`src/rtl/vga_pkg.sv`:
```
// VGA 640x480@60 timing constants and decoder state encoding, shared by the
// timing generator and the timing decoder.
package vga_pkg;

    localparam int VGA_H_TOTAL     = 800;
    localparam int VGA_H_SYNC      = 96;
    localparam int VGA_H_BP        = 48;
    localparam int VGA_H_ACTIVE    = 640;
    localparam int VGA_V_TOTAL     = 525;
    localparam int VGA_V_SYNC      = 2;
    localparam int VGA_V_BP        = 33;
    localparam int VGA_V_ACTIVE    = 480;
    localparam int VGA_LOCK_FRAMES = 2;

    typedef enum logic [1:0] {
        ST_SEARCH = 2'd0,
        ST_TRACK  = 2'd1,
        ST_LOCKED = 2'd2
    } vga_state_t;

endpackage

```
`src/rtl/sync_edge_det.sv`:
```
// Strobe-qualified edge detector for an active-low sync line; the previous
// sample idles high so a sync already low at reset release counts as a fall.
module sync_edge_det (
    input  logic clk,
    input  logic rst_n,
    input  logic stb,
    input  logic sync,
    output logic fall,
    output logic rise
);

    logic prev;

    always_ff @(posedge clk or negedge rst_n) begin
        if (!rst_n) begin
            prev <= 1'b1;
        end else if (stb) begin
            prev <= sync;
        end
    end

    assign fall = stb & prev & ~sync;
    assign rise = stb & ~prev & sync;

endmodule

```
`src/rtl/vga_timing_decoder.sv`:
```
// Recovers pixel coordinates and data-enable from a strobed HS/VS stream and
// tracks timing lock through SEARCH -> TRACK -> LOCKED.
module vga_timing_decoder
    import vga_pkg::*;
#(
    parameter int H_TOTAL     = VGA_H_TOTAL,
    parameter int H_SYNC      = VGA_H_SYNC,
    parameter int H_BP        = VGA_H_BP,
    parameter int H_ACTIVE    = VGA_H_ACTIVE,
    parameter int V_TOTAL     = VGA_V_TOTAL,
    parameter int V_SYNC      = VGA_V_SYNC,
    parameter int V_BP        = VGA_V_BP,
    parameter int V_ACTIVE    = VGA_V_ACTIVE,
    parameter int LOCK_FRAMES = VGA_LOCK_FRAMES
) (
    input  logic       i_clk,
    input  logic       i_rst,
    input  logic       i_pix_stb,
    input  logic       i_hs,
    input  logic       i_vs,
    output logic [9:0] o_x,
    output logic [8:0] o_y,
    output logic       o_de,
    output logic       o_frame_start,
    output logic       o_locked,
    output logic       o_err,
    output vga_state_t o_state
);

    localparam logic [9:0]  H_LAST    = 10'(H_TOTAL - 1);
    localparam logic [9:0]  HS_LAST   = 10'(H_SYNC - 1);
    localparam logic [9:0]  H_ACT_LO  = 10'(H_SYNC + H_BP);
    localparam logic [9:0]  H_ACT_HI  = 10'(H_SYNC + H_BP + H_ACTIVE - 1);
    localparam logic [9:0]  V_LAST    = 10'(V_TOTAL - 1);
    localparam logic [9:0]  V_ACT_LO  = 10'(V_SYNC + V_BP);
    localparam logic [9:0]  V_ACT_HI  = 10'(V_SYNC + V_BP + V_ACTIVE - 1);
    localparam logic [10:0] WD_LIMIT  = 11'(H_TOTAL);
    localparam logic [3:0]  FR_LOCK   = 4'(LOCK_FRAMES);

    logic        hs_fall, hs_rise, vs_fall, vs_rise;
    vga_state_t  state, state_n;
    logic [9:0]  hcnt, hcnt_n, vcnt, vcnt_n;
    logic [10:0] wd, wd_n;
    logic [3:0]  fcnt, fcnt_n;
    logic        vs_pend, vs_pend_n, h_synced, h_synced_n;
    logic        h_viol, v_viol, viol, active;

    sync_edge_det u_hs_edge (
        .clk   (i_clk),
        .rst_n (i_rst),
        .stb   (i_pix_stb),
        .sync  (i_hs),
        .fall  (hs_fall),
        .rise  (hs_rise)
    );

    sync_edge_det u_vs_edge (
        .clk   (i_clk),
        .rst_n (i_rst),
        .stb   (i_pix_stb),
        .sync  (i_vs),
        .fall  (vs_fall),
        .rise  (vs_rise)
    );

    // Horizontal checks need one HS fall first to give hcnt/wd a real phase.
    assign h_viol = h_synced && ((hs_fall && hcnt != H_LAST) ||
                                 (hs_rise && hcnt != HS_LAST) ||
                                 (i_pix_stb && !hs_fall && wd == WD_LIMIT));
    assign v_viol = (state != ST_SEARCH) && vs_fall && (vcnt != V_LAST);
    assign viol   = h_viol || v_viol;

    always_comb begin
        hcnt_n     = (hcnt == H_LAST) ? 10'd0 : hcnt + 10'd1;
        vcnt_n     = vcnt;
        wd_n       = (wd == WD_LIMIT) ? wd : wd + 11'd1;
        vs_pend_n  = vs_pend | vs_fall;
        h_synced_n = viol ? 1'b0 : h_synced;
        state_n    = state;
        fcnt_n     = fcnt;
        if (hs_fall) begin
            hcnt_n     = 10'd0;
            wd_n       = 11'd0;
            vs_pend_n  = 1'b0;
            h_synced_n = 1'b1;
            if (vs_pend || vs_fall) begin
                vcnt_n = 10'd0;
            end else if (vcnt != V_LAST) begin
                vcnt_n = vcnt + 10'd1;
            end
        end
        if (viol) begin
            state_n = ST_SEARCH;
            fcnt_n  = 4'd0;
        end else begin
            case (state)
                ST_SEARCH: begin
                    fcnt_n = 4'd0;
                    if (vs_fall) state_n = ST_TRACK;
                end
                ST_TRACK: begin
                    if (vs_fall) begin
                        if (fcnt != FR_LOCK) fcnt_n = fcnt + 4'd1;
                        if (fcnt_n == FR_LOCK) state_n = ST_LOCKED;
                    end
                end
                ST_LOCKED: state_n = ST_LOCKED;
                default:   state_n = ST_SEARCH;
            endcase
        end
        active = (hcnt_n >= H_ACT_LO) && (hcnt_n <= H_ACT_HI) &&
                 (vcnt_n >= V_ACT_LO) && (vcnt_n <= V_ACT_HI);
    end

    always_ff @(posedge i_clk or negedge i_rst) begin
        if (!i_rst) begin
            state         <= ST_SEARCH;
            hcnt          <= 10'd0;
            vcnt          <= 10'd0;
            wd            <= 11'd0;
            fcnt          <= 4'd0;
            vs_pend       <= 1'b0;
            h_synced      <= 1'b0;
            o_x           <= 10'd0;
            o_y           <= 9'd0;
            o_de          <= 1'b0;
            o_frame_start <= 1'b0;
            o_locked      <= 1'b0;
            o_err         <= 1'b0;
        end else begin
            o_err         <= 1'b0;
            o_frame_start <= 1'b0;
            if (i_pix_stb) begin
                state         <= state_n;
                hcnt          <= hcnt_n;
                vcnt          <= vcnt_n;
                wd            <= wd_n;
                fcnt          <= fcnt_n;
                vs_pend       <= vs_pend_n;
                h_synced      <= h_synced_n;
                o_err         <= viol;
                o_locked      <= (state_n == ST_LOCKED);
                o_de          <= active && (state_n == ST_LOCKED);
                o_frame_start <= active && (state_n == ST_LOCKED) &&
                                 (hcnt_n == H_ACT_LO) && (vcnt_n == V_ACT_LO);
                if (active) begin
                    o_x <= hcnt_n - H_ACT_LO;
                    o_y <= 9'(vcnt_n - V_ACT_LO);
                end
            end
        end
    end

    assign o_state = state;

endmodule

```
`config.mk`:
```
export PLATFORM = sky130hd
export DESIGN_NAME = vga_timing_decoder
export DESIGN_NICKNAME = d
export VERILOG_FILES = /design/src/rtl/vga_pkg.sv /design/src/rtl/sync_edge_det.sv /design/src/rtl/vga_timing_decoder.sv
export SDC_FILE = /design/constraint.sdc
export NUM_CORES = 1
export LEC_CHECK = 0
export ABC_AREA = 0
export CAP_MARGIN = 5
export CORE_ASPECT_RATIO = 1.2
export CORE_UTILIZATION = 30
export CTS_CLUSTER_SIZE = 24
export DETAILED_ROUTE_END_ITERATION = 6
export DONT_BUFFER_PORTS = 1
export MAX_ROUTING_LAYER = met4
export PLACE_DENSITY = 0.48
export SETUP_SLACK_MARGIN = 0.2
export SYNTH_ARGS = -nofsm -noshare
export SYNTH_HDL_FRONTEND = slang
export SYNTH_SLANG_ARGS = --single-unit
```
`constraint.sdc`:
```
create_clock -name i_clk -period 3.8 [get_ports i_clk]
set_input_delay 0 -clock i_clk [delete_from_list [all_inputs] [get_ports i_clk]]
set_output_delay 0 -clock i_clk [all_outputs]
set_load 0.1 [all_outputs]
```
Yosys cells after proc, flatten, opt, wreduce, memory -nomap -nowiden
Index checks and enable logic that the tools add are counted.
{"block": "op_classes", "n_addsub": 6, "n_mul": 0, "div_mod_pow": 0, "magnitude_cmp": 4, "eq_ne": 14, "shifts": 0, "mux": 24, "n_bitwise": 10, "n_reduce_logical": 26}
{"op": "$mux 10", "count": 5}
{"op": "$mux 4", "count": 6}
{"op": "$mux 11", "count": 2}
{"op": "$add 10x1->10 const B", "count": 2}
{"op": "$le 10x10->1 const B", "count": 2}
{"op": "$ne 10x10->1 const B", "count": 2}
{"op": "$logic_and 1x1->1", "count": 13}
{"op": "$add 11x1->11 const B", "count": 1}
{"op": "$eq 11x10->1 const B", "count": 1}
{"op": "$eq 10x10->1 const B", "count": 1}
{"op": "$eq 10x6->1 const B", "count": 1}
{"op": "$eq 10x8->1 const B", "count": 1}
{"op": "$ge 10x6->1 const B", "count": 1}
{"op": "$ge 10x8->1 const B", "count": 1}
{"op": "$ne 10x7->1 const B", "count": 1}
{"op": "$sub 10x8->10 const B", "count": 1}
{"op": "$sub 9x6->9 const B", "count": 1}
{"op": "$mux 2", "count": 4}
{"op": "$pmux 4 s2", "count": 1}
{"op": "$and 1x1->1", "count": 6}
{"op": "$pmux 2 s3", "count": 1}
{"op": "$reduce_and 2->1", "count": 3}
{"op": "$mux 1", "count": 5}
{"op": "$add 4x1->4 const B", "count": 1}
{"op": "other kinds (14)", "count": 21}
{"block": "word_totals", "reg_bits": 64, "latch_bits": 0, "mem_bits_rw": 0, "mem_bits_ro": 0, "in_bits": 5, "output_inout_bits": 25, "elab_cells": 99, "n_memories": 0}

Depth between registers and ports, before layout
Gate-level depths: netlist of run 1.
{"block": "depth", "ltp_word": 19, "mapped_depth": 14, "depth_no_buf": 13}

Modules after synthesis
A second synthesis of run 1 with hierarchy kept.
{"block": "hier_totals", "hier_cells": 408, "hier_area_um2": 3960.0}
{"mod": "vga_timing_decoder", "instances": 1, "cells_each": 400, "area_each_um2": 3837.4, "seq_area_each_um2": 1551.5}
{"mod": "sync_edge_det", "instances": 2, "cells_each": 4, "area_each_um2": 61.3, "seq_area_each_um2": 26.3}

Least setup slack after synthesis of run 1
OpenSTA, ideal clock, no wires.
{"block": "synth_path", "kind": "flip-flop to flip-flop", "startpoint": "register vcnt[0]", "endpoint": "register o_x[3]", "setup_ns": 0.126, "arrival_ns": 3.213, "required_time_ns": 3.674, "setup_slack_ns": 0.461, "stages_incl_launch_ff": 15, "path_buffers": 1, "synth_period_minus_slack_ns": 3.339, "cell_sequence": "dfrtp_1 -> inv_1 -> ha_1 -> nor3b_1 -> and4_1 -> a21o_1 -> nand2_1 -> o21a_1 -> inv_1 -> ha_1 -> o31a_1 -> o31ai_1 -> nor4_4 -> buf_6 -> mux2_4"}
{"block": "synth_between", "elab_chain_len": 8, "word_cells_on_any_way": 10, "classes_between": "add/sub (1); order compare (2); eq/ne (1); mux (3); reduce/logical (3)"}
{"element": "start, declared", "line": "vga_timing_decoder.sv:42", "rtl": "logic [9:0] hcnt, hcnt_n, vcnt, vcnt_n;"}
{"element": "start signal, assigned", "line": "vga_timing_decoder.sv:136", "rtl": "vcnt <= vcnt_n;"}
{"element": "$add 10x1->10 / $ne 10x10->1 (equally long branches)", "line": "vga_timing_decoder.sv:89, vga_timing_decoder.sv:88"}
{"element": "$mux 10", "line": "vga_timing_decoder.sv:88", "rtl": "end else if (vcnt != V_LAST) begin"}
{"element": "$mux 10", "line": "vga_timing_decoder.sv:86", "rtl": "if (vs_pend || vs_fall) begin"}
{"element": "$mux 10 (*)", "line": "vga_timing_decoder.sv:81", "rtl": "if (hs_fall) begin"}
{"element": "named net vcnt_n[0]", "line": "vga_timing_decoder.sv:42"}
{"element": "$ge 10x6->1", "line": "vga_timing_decoder.sv:112", "rtl": "(vcnt_n >= V_ACT_LO) && (vcnt_n <= V_ACT_HI);"}
{"element": "$logic_and 1x1->1", "line": "vga_timing_decoder.sv:111", "rtl": "active = (hcnt_n >= H_ACT_LO) && (hcnt_n <= H_ACT_HI) &&"}
{"element": "$logic_and 1x1->1 (*)", "line": "vga_timing_decoder.sv:112"}
{"element": "$reduce_and 2->1 (no line) (*)"}
{"element": "end signal, assigned", "line": "vga_timing_decoder.sv:147", "rtl": "o_x <= hcnt_n - H_ACT_LO;"}
{"element": "end, declared", "line": "vga_timing_decoder.sv:21", "rtl": "output logic [9:0] o_x,"}
Mark *: on every way through the listed nets, which the timed path passes. The rest lies on a longest branch.
A chain may end at the register's enable or synchronous reset.

Final worst setup path of run 1
{"block": "layout_path", "startpoint": "register vcnt[1]", "endpoint": "register o_x[4]"}
{"block": "layout_between", "elab_chain_len": 8, "word_cells_on_any_way": 10, "classes_between": "add/sub (1); order compare (2); eq/ne (1); mux (3); reduce/logical (3)"}
{"element": "$ne 10x10->1 (*)", "line": "vga_timing_decoder.sv:88"}
{"element": "$mux 10 (*)", "line": "vga_timing_decoder.sv:88"}
{"element": "$mux 10 (*)", "line": "vga_timing_decoder.sv:86"}
{"element": "$mux 10 (*)", "line": "vga_timing_decoder.sv:81"}
{"element": "named net vcnt_n[0]", "line": "vga_timing_decoder.sv:42"}
{"element": "$ge 10x6->1", "line": "vga_timing_decoder.sv:112"}
{"element": "$logic_and 1x1->1", "line": "vga_timing_decoder.sv:111"}
{"element": "$logic_and 1x1->1 (*)", "line": "vga_timing_decoder.sv:112"}
{"element": "$reduce_and 2->1 (no line) (*)"}
Marks and branches as above.

==> flow_summary_export.csv, run 1 <==
group,metric,value,unit
status,outcome,"complete, no violations",
floorplan,core.rowCount,45,
placed_design,place_congestion,0.8434,
critical_path,critPathBufInv,3,
logic_synthesis,synth_top_area_cell,"dfrtp_1",
cells_and_area,mostFrequentLayoutCells,"dfrtp_1 (62), inv_1 (33), o21ai_0 (32)",
power,vdd_ir_drop_max,0.4156,mV
clocking,clk_pin_slew,0.06,ns
floorplan,io_pins,30,
hold_path,hold_path.class,"in2reg",
critical_path,critical_path_required,4.01,ns
timing,maxSlewHeadroom,0.3719,
floorplan,dieWidth,106.5,µm
timing,skew,0.007870,ns
global_route,overflow,0,
critical_path,cp.arrival,3.61,ns
cells_and_area,layout_commonest_cell,"dfrtp_1",
cells_and_area,syn_to_final_growth,15.66,%
timing,min_period_over_period,0.8960,
logic_synthesis,synthArstFlopShare,1.000,
floorplan,die_y,127.4,µm
drt,vias_per_cell,5.222,
drt,drt-total-wl,9.552,mm
timing,slew_viol_final,0,
logic_synthesis,synthTopCellsByArea,"dfrtp_1 (39%), mux2_2 (5.7%), o21ai_0 (4.1%)",
clocking,cts_root_buf,"clkbuf_16",
cells_and_area,nets,441,
drt,final_antenna_net_count,0,
timing,setup_violations,0,
floorplan,dieArea,13560,µm²
critical_path,critPathMaxStageDelay,0.46,ns
cells_and_area,stdcell_area,4546,µm²
logic_synthesis,ys_warn_count,0,
clocking,cts_buffers,9,
critical_path,r2r_start,"vcnt[1]$_DFFE_PN0P_",
critical_path,critPathKind,"reg2reg",
timing,hold_viol,0,
placed_design,place_area,4133,µm²
critical_path,end_kind,"register",
critical_path,cpLargestDelayFamily,"compound AO/OA/AOI/OAI gates",
critical_path,start_kind,"register",
logic_synthesis,synth_fp_nets,428,
logic_synthesis,synth_edf_count,0,
cells_and_area,n_fill_cell,1343,
cells_and_area,instances_no_fill,594,
timing,rsz0062_at_grt,"no",
logic_synthesis,synth_flop_cell,"dfrtp_1",
logic_synthesis,syn_area_per_cell,9.539,µm²
placed_design,dp_slack,0.1971,ns
global_route,grt_max_degree,65,
critical_path,cp_max_fo,18,
cells_and_area,diodes,0,
drt,wl_per_cell,16.08,µm
hold_path,min_to,"wd[0]$_DFFE_PN0P_",
drt,drt_first_pass_iters,4,
clocking,cts_max_level,3,
cells_and_area,fin_util,0.3572,
logic_synthesis,ys_types,64,
timing,setup_ws,0.3953,ns
critical_path,worst_path_max_delay_cell,"dfrtp_1",
timing,final.setup.tns,0,ns
clocking,post_cts_buffers,0,
logic_synthesis,synth_seq_cells,64,
critical_path,worstPathCellList,"inv_1 -> ha_1 -> nor3b_2 -> and4_1 -> a21o_1 -> nand2_1 -> o21a_1 -> inv_1 -> ha_1 -> o31a_1 -> o31ai_2 -> nor4_4 -> buf_12 -> mux2_4",
timing,worst_pin_slew,0.9421,ns
cells_and_area,drive_above_1_share,0.1465,
logic_synthesis,synth_top_area_frac,0.3948,
critical_path,r2r-end,"o_x[4]$_DFFE_PN0P_",
drt,vias,3102,
timing,min_period,3.405,ns
clocking,cts_tree,"yes",
drt,drt-initial-drc-count,132,
logic_synthesis,ys_seq_area_frac,0.4082,
clocking,cts_buffer_depth,2,
flow_run,cap_violations,0,
floorplan,start_util,0.3088,
placed_design,dp_cells,571,
power,p_leak,1.938,nW
critical_path,worst_r2r_path_depth,14,
logic_synthesis,syn_inst,412,
timing,fmax,293.7,MHz
placed_design,place_hpwl,6.638,mm
clocking,clock_latency,0.33,ns
global_route,grt_pass1_wl,16.13,mm
floorplan,core-area,12720,µm²
hold_path,hold_start,"i_hs",
logic_synthesis,syn_area,3930,µm²
hold_path,hold_depth,3,
global_route,grt_pass1_vias,3129,
critical_path,ff2ff_setup_slack,0.40,ns
global_route,antenna_found_initial,0,
power,pwr_density_cell,704.5,nW/µm²
placed_design,io_buffers,0,
drt,drcViolationCount,0,
global_route,grt_usage,0.1562,
clocking,cts.sinks,64,
-- routing by layer --
metal,global-route usage,share of wire,wire [µm]
met1,0.1931,0.47,4507
met2,0.2532,0.48,4577
met3,0.03316,0.034,325
met4,0.05318,0.015,142
met5,-,0,0
-- per-stage QoR --
step / hold WS (ns) / total power, mW
global route: 0.04801 / 3.369
detailed placement: -0.2920 / 2.341
finish: 0.03055 / 3.202
global placement: -0.2924 / 2.335
CTS: 0.01989 / 3.229
floorplan: -0.2956 / 2.178
-- state kept, by name, summed over array words and instances (netlist names) --
register / count
u_hs_edge.prev: 1
u_vs_edge.prev: 1
o_y: 9
o_err: 1
wd: 11
o_state: 2
fcnt: 4
h_synced: 1
hcnt: 10
o_de: 1
o_locked: 1
vcnt: 10
vs_pend: 1
o_x: 10
o_frame_start: 1
-- power breakdown --
group / internal [mW] / switching [mW] / total (mW)
logic: 0.320 / 0.388 / 0.708
registers: 0.837 / 0.817 / 1.65
clock network: 0.542 / 0.299 / 0.841
total: 1.70 / 1.50 / 3.20
-- what timing repair did --
| item | in CTS | in global routing |
|---|---|---|
| pin swaps | 0 | 1 |
| resized for setup | 1 | 5 |
| endpoints found under the setup margin | 3 | 18 |
| hold buffers | 7 | 0 |
| endpoints found under the hold margin | 82 | 0 |
-- tightest hold or removal path, delay by kind of cell --
family          cells  cell delay [ns]
compound gates      1             0.06
simple gates        2             0.25
-- cell usage after synthesis (all sizes together) (3+ instances only) --
cell and count:
dfrtp 62, ha 11, nand2 31, clkbuf 8, o21a 6, mux2 25
nor2 31, or3 3, or4 3, a21o 3, o22ai 3, o31a 3
nor2b 5, a21oi 16, nor4 5, xor2 13, o31ai 7, and3 6
o21ai 33, nand3b 3, mux2i 9, a31oi 3, nand4b 3, inv 33
a211oi 5, and4 3, buf 7, xnor2 7, nand4 8, nor3 10
nand3 13, nor3b 3
-- cell families (layout without fill, tap and decap cells) --
group / after synthesis / in the layout / synth area share
adder cells (fa/ha/maj): 11 / 11 / 0.03502
AO/OA/AOI/OAI: 95 / 95 / 0.1582
XOR/XNOR: 20 / 20 / 0.04457
flip-flops: 64 / 64 / 0.4082
multiplexers: 34 / 34 / 0.09933
AND/OR/NAND/NOR: 140 / 140 / 0.2034
buffers and inverters: 48 / 66 / 0.05126
-- how the worst max path moves through the flow --
stage | start | endpoint | slack (ns) | depth (start not counted)
floorplan | vcnt[0]$_DFFE_PN0P_ | o_x[3]$_DFFE_PN0P_ | 0.46 | 14
global placement | vcnt[1]$_DFFE_PN0P_ | o_x[0]$_DFFE_PN0P_ | 0.32 | 14
detailed placement | vcnt[1]$_DFFE_PN0P_ | o_x[1]$_DFFE_PN0P_ | 0.20 | 14
CTS | i_pix_stb | o_x[4]$_DFFE_PN0P_ | 0.22 | 11
global route | vcnt[1]$_DFFE_PN0P_ | o_x[3]$_DFFE_PN0P_ | 0.22 | 14
finish | vcnt[1]$_DFFE_PN0P_ | o_x[4]$_DFFE_PN0P_ | 0.40 | 14
-- cell type report --
type                       instances  area [µm²]  area share
tap                              164       205.2     0.04514
clock buffer                      13       260.3     0.05725
clock inverter                     3       40.04    0.008808
multi-input combinational        300        2135      0.4696
sequential                        64        1604      0.3529
inverter                          33       123.9     0.02725
timing repair buffer              17       177.7     0.03909
Note: power is estimated with default switching activity, not from simulation.
==> run 2, diff against run 1 <==
- SETUP_SLACK_MARGIN: 0.2 -> not set
- clock period: 3.8 -> 4.3 ns (I/O delays scaled with it)
==> run 2 against run 1 <==
Compared with the run above:
- sequential share of layout area is 0.77 points higher
- final cell count decreased by 1.0%
- clock power fell by 19%
- worst hold slack better by 0.0060 ns
- first-iteration DRC count is 38% higher
- register-to-register slack better by 0.21 ns
- final area fell by 2.1%
- core utilization down 0.77 points
- clock skew is 0.00066 ns higher
- sequential power is 8% lower
==> flow_summary_export.csv, run 2 (synthesis gave the netlist of run 1 again) <==
group,metric,value,unit
critical_path,worst_r2r_path_depth,14,
flow_run,cap_violations,0,
cells_and_area,fin_util,0.3496,
global_route,grt_pass1_vias,3090,
timing,slew_viol_final,0,
hold_path,hold_path.class,"in2reg",
critical_path,critical_path_required,4.52,ns
timing,hold_viol,0,
timing,fmax,267.4,MHz
clocking,cts_resized,0,
clocking,clock_latency,0.33,ns
clocking,cts_root_buf,"clkbuf_16",
cells_and_area,nets,435,
power,p_leak,1.873,nW
clocking,cts_max_level,3,
status,outcome,"complete, no violations",
critical_path,ff2ff_setup_slack,0.61,ns
power,p_total,2.758,mW
power,vdd_ir_drop_max,0.3924,mV
global_route,grt_max_degree,65,
drt,wl_per_cell,16.41,µm
cells_and_area,diodes,0,
timing,final.setup.tns,0,ns
power,p_seq_frac,0.547,
placed_design,place_area,4103,µm²
clocking,cts_tree,"yes",
timing,min_period_over_period,0.8696,
critical_path,r2r-end,"o_x[4]$_DFFE_PN0P_",
drt,drt-initial-drc-count,182,
timing,maxSlewHeadroom,0.3392,
critical_path,r2r_start,"vcnt[0]$_DFFE_PN0P_",
power,p_sw,1.333,mW
cells_and_area,largest_reg_flops,11,
clocking,clk_pin_slew,0.06,ns
floorplan,core.rowCount,45,
cells_and_area,mostFrequentLayoutCells,"dfrtp_1 (62), inv_1 (33), o21ai_0 (32)",
cells_and_area,stdcell_area,4448,µm²
critical_path,end_kind,"register",
drt,drt-total-wl,9.647,mm
critical_path,endpoint,"o_x[1]$_DFFE_PN0P_",
drt,drt_first_pass_iters,4,
power,pwr_density_cell,620.0,nW/µm²
critical_path,cp.arrival,3.95,ns
drt,vias,3072,
floorplan,dieArea,13560,µm²
floorplan,die_y,127.4,µm
timing,setup_violations,0,
cells_and_area,drive_above_1_share,0.1344,
power,p_clk_frac,0.247,
timing,skew,0.008530,ns
placed_design,io_buffers,0,
floorplan,io_pins,30,
placed_design,place_hpwl,6.647,mm
floorplan,core-area,12720,µm²
global_route,antenna_found_initial,0,
clocking,cts_buffer_depth,2,
floorplan,dieWidth,106.5,µm
clocking,cts.sinks,64,
critical_path,start_kind,"input port",
clocking,post_cts_buffers,0,
cells_and_area,layout_commonest_cell,"dfrtp_1",
cells_and_area,n_fill_cell,1338,
global_route,overflow,0,
floorplan,start_util,0.3088,
timing,rsz0062_at_grt,"no",
timing,worst_hold_slack,0.03650,ns
drt,final_antenna_net_count,0,
drt,vias_per_cell,5.224,
global_route,grt_usage,0.1554,
timing,worst_pin_slew,0.9911,ns
critical_path,crit_start,"i_pix_stb",
global_route,grt_pass1_wl,15.99,mm
power,p_int,1.425,mW
cells_and_area,syn_to_final_growth,13.18,%
placed_design,place_congestion,0.8041,
critical_path,critPathKind,"in2reg",
critical_path,cp_max_fo,20,
clocking,cts_buffers,9,
cells_and_area,top_register,"wd",
power,p_comb_frac,0.205,
timing,min_period,3.739,ns
drt,drcViolationCount,0,
power,swShare,0.4834,
-- run 2: cell count changes in the layout (fill, tap and decap cells not counted), sizes merged --
cell,delta
dlymetal6s4s,-1
clkinvlp,+1
bufinv,-1
dlygate4sd3,-1
buf,-4
-- run 2: worst min-delay path by stage --
stage          startpoint  slack, ns                   to  depth (start not counted)
6_report        i_pix_stb       0.04  vs_pend$_DFFE_PN0P_                          3
5_1_grt         i_pix_stb       0.08  vs_pend$_DFFE_PN0P_                          3
4_1_cts         i_pix_stb       0.04  vs_pend$_DFFE_PN0P_                          3
3_5_place_dp        i_rst      -0.29  fcnt[3]$_DFFE_PN0P_                          0
3_3_place_gp        i_rst      -0.29  fcnt[3]$_DFFE_PN0P_                          0
2_1_floorplan       i_rst      -0.30  fcnt[0]$_DFFE_PN0P_                          0
-- run 2: routing by layer --
| metal | vias to the layer above | global-route usage | share of wire |
|---|---|---|---|
| met4 | 0 | 0.07655 | 0.016 |
| met5 | - | - | 0 |
| met1 | 1491 | 0.1947 | 0.48 |
| met2 | 57 | 0.2460 | 0.48 |
| met3 | 9 | 0.02194 | 0.033 |
| li1 | 1515 | - | - |
-- run 2: cell type report --
class / count / area (µm²) / share of cell area
Multi-Input combinational cell: 300 / 2125 / 0.4776
Sequential cell: 64 / 1604 / 0.3606
Clock buffer: 13 / 260.3 / 0.05851
Tap cell: 164 / 205.2 / 0.04613
Inverter: 33 / 123.9 / 0.02785
Timing Repair Buffer: 11 / 112.6 / 0.02532
Clock inverter: 3 / 17.52 / 0.003938
-- run 2: through the flow --
step	worst slack [ns]	cells
finish	0.5608	588
global route	0.2405	588
CTS	0.5290	588
detailed placement	0.6350	567
global placement	0.7854	567
floorplan	0.9607	412
-- run 2: repair_timing --
action                                  CTS  global route
hold buffers                              5             0
endpoints found under the setup margin    0             0
hold endpoints to repair                 83             0
-- run 2: critical path: stages --
cell and delay (ns):
dlygate4sd3_1 1.15, nand3b_4 0.36, nor3_1 0.26, buf_4 0.17, nand2_1 0.05, o21a_1 0.22, inv_1 0.07, ha_1 0.24
o31a_1 0.25, o31ai_1 0.16, nor4_4 0.27, buf_4 0.34, mux2_2 0.37
-- run 2: power groups by stage --
stage | Sequential, mW | Combinational [mW] | Clock, mW
finish | 1.51 | 0.567 | 0.682
global route | 1.53 | 0.640 | 0.728
CTS | 1.51 | 0.569 | 0.708
detailed placement | 1.52 | 0.542 | 0
global placement | 1.51 | 0.534 | 0
floorplan | 1.45 | 0.479 | 0
==> run 3, diff against run 2 <==
- MAX_ROUTING_LAYER: met4 -> not set
==> run 3 against run 2 <==
Compared with the run above:
- non-clock buffer count stayed put
- global-route usage shrank 0.42 points
- register-to-register slack barely moved
- clock skew rose by 0.0020 ns
- setup slack better by 0.011 ns
- via count up 0.88%
- sequential power is essentially flat
- wire length fell by 0.17%
- final area unchanged
- clock-buffer cell count unchanged
- fmax is 0.29% higher
- critical endpoint unchanged
==> flow_summary_export.csv, run 3 (synthesis gave the netlist of run 1 again) <==
group,metric,value,unit
drt,drt-initial-drc-count,179,
floorplan,dieWidth,106.5,µm
power,p_total,2.758,mW
cells_and_area,layout_commonest_cell,"dfrtp_1",
critical_path,ff2ff_setup_slack,0.61,ns
global_route,grt_max_degree,65,
cells_and_area,diodes,0,
critical_path,start_kind,"input port",
cells_and_area,syn_to_final_growth,13.18,%
clocking,cts.sinks,64,
clocking,cts_max_level,3,
timing,worst_hold_slack,0.03447,ns
timing,setup_ws,0.5714,ns
placed_design,dp_slack,0.6350,ns
hold_path,hold_depth,3,
critical_path,r2r_start,"vcnt[0]$_DFFE_PN0P_",
cells_and_area,largest_reg_flops,11,
cells_and_area,stdcell_area,4448,µm²
floorplan,dieArea,13560,µm²
global_route,grt_pass1_vias,3084,
clocking,post_cts_buffers,0,
timing,worst_pin_slew,0.9912,ns
drt,final_antenna_net_count,0,
timing,skew,0.01048,ns
timing,setup_violations,0,
critical_path,cp.arrival,3.95,ns
critical_path,end_kind,"register",
timing,rsz0062_at_grt,"no",
cells_and_area,instances_no_fill,588,
cells_and_area,mostFrequentLayoutCells,"dfrtp_1 (62), inv_1 (33), o21ai_0 (32)",
hold_path,hold_path.class,"in2reg",
floorplan,io_pins,30,
critical_path,critPathKind,"in2reg",
critical_path,r2r-end,"o_x[4]$_DFFE_PN0P_",
clocking,cts_buffers,9,
critical_path,critical_path_required,4.52,ns
clocking,cts_root_buf,"clkbuf_16",
cells_and_area,nets,435,
power,vdd_ir_drop_max,0.3923,mV
floorplan,start_util,0.3088,
timing,slew_viol_final,0,
floorplan,die_y,127.4,µm
clocking,cts_tree,"yes",
drt,wl_per_cell,16.38,µm
clocking,cts_buffer_depth,2,
critical_path,critPathMaxStageDelay,1.14,ns
floorplan,core.rowCount,45,
cells_and_area,fin_util,0.3496,
timing,min_period_over_period,0.8671,
placed_design,place_hpwl,6.647,mm
drt,drt_first_pass_iters,4,
placed_design,place_congestion,0.7929,
critical_path,cp_max_fo,20,
drt,drt-total-wl,9.631,mm
global_route,grt_pass1_wl,15.98,mm
timing,final.setup.tns,0,ns
floorplan,core-area,12720,µm²
hold_path,hold_start,"i_pix_stb",
critical_path,critPathBufInv,4,
placed_design,place_area,4103,µm²
placed_design,dp_cells,567,
drt,vias,3099,
clocking,clock_latency,0.33,ns
status,outcome,"complete, no violations",
global_route,antenna_found_initial,0,
critical_path,worst_r2r_path_depth,14,
power,pwr_density_cell,620.1,nW/µm²
timing,min_period,3.729,ns
timing,fmax,268.2,MHz
hold_path,min_to,"vs_pend$_DFFE_PN0P_",
placed_design,io_buffers,0,
drt,vias_per_cell,5.270,
cells_and_area,top_register,"wd",
flow_run,cap_violations,0,
drt,drcViolationCount,0,
critical_path,worstPathCellList,"dlygate4sd3_1 -> nand3b_4 -> nor3_1 -> buf_4 -> nand2_1 -> o21a_1 -> inv_1 -> ha_1 -> o31a_1 -> o31ai_1 -> nor4_4 -> buf_4 -> mux2_2",
critical_path,critPathMostFrequentCell,"buf_4",
critical_path,crit_start,"i_pix_stb",
global_route,overflow,0,
power,p_leak,1.873,nW
clocking,clk_pin_slew,0.06,ns
critical_path,cpLargestDelayFamily,"buffers and inverters",
critical_path,worst_path_max_delay_cell,"dlygate4sd3_1",
timing,hold_viol,0,
global_route,grt_usage,0.1512,
timing,maxSlewHeadroom,0.3392,
cells_and_area,drive_above_1_share,0.1344,
[run 3: cell counts in the layout (fill, tap and decap cells not counted)]
Identical to the previous run, type by type.
[run 3: worst max path at each step]
stage	slack (ns)	cells after the start	end
after floorplan	0.96	14	o_x[3]$_DFFE_PN0P_
after global placement	0.79	14	o_x[3]$_DFFE_PN0P_
after detailed placement	0.64	14	o_x[6]$_DFFE_PN0P_
after CTS	0.53	13	o_y[7]$_DFFE_PN0P_
after global routing	0.24	13	o_y[3]$_DFFE_PN0P_
final	0.57	13	o_x[1]$_DFFE_PN0P_
[run 3: timing repair]
item	CTS	global route
hold buffers	5	0
hold endpoints to repair	83	0
resized for setup	0	0
[run 3: final cells by class]
class                           count  area (µm²)
Multi-Input combinational cell    300        2125
Clock buffer                       13       260.3
Sequential cell                    64        1604
Clock inverter                      3       17.52
Inverter                           33       123.9
Tap cell                          164       205.2
Fill cell                        1338        8277
Timing Repair Buffer               11       112.6
[run 3: tightest hold or removal path, stage by stage]
cell     delay (ns)
and3b_1        0.17
nor2_1         0.08
nor2_1         0.08
[run 3: routing by layer]
metal | track usage | wire, µm | share of wire | vias up
li1 | - | - | - | 1512
met1 | 0.1940 | 4474 | 0.46 | 1509
met2 | 0.2460 | 4621 | 0.48 | 62
met3 | 0.02449 | 304 | 0.032 | 16
met4 | 0.07655 | 230 | 0.024 | 0
met5 | 0 | 0 | 0 | -
[run 3: where the power goes]
part | total (mW) | leakage (nW) | internal [mW] | switching (mW)
clock | 0.685 | 0.136 | 0.420 | 0.265
combinational | 0.565 | 0.932 | 0.267 | 0.298
sequential | 1.51 | 0.805 | 0.738 | 0.770
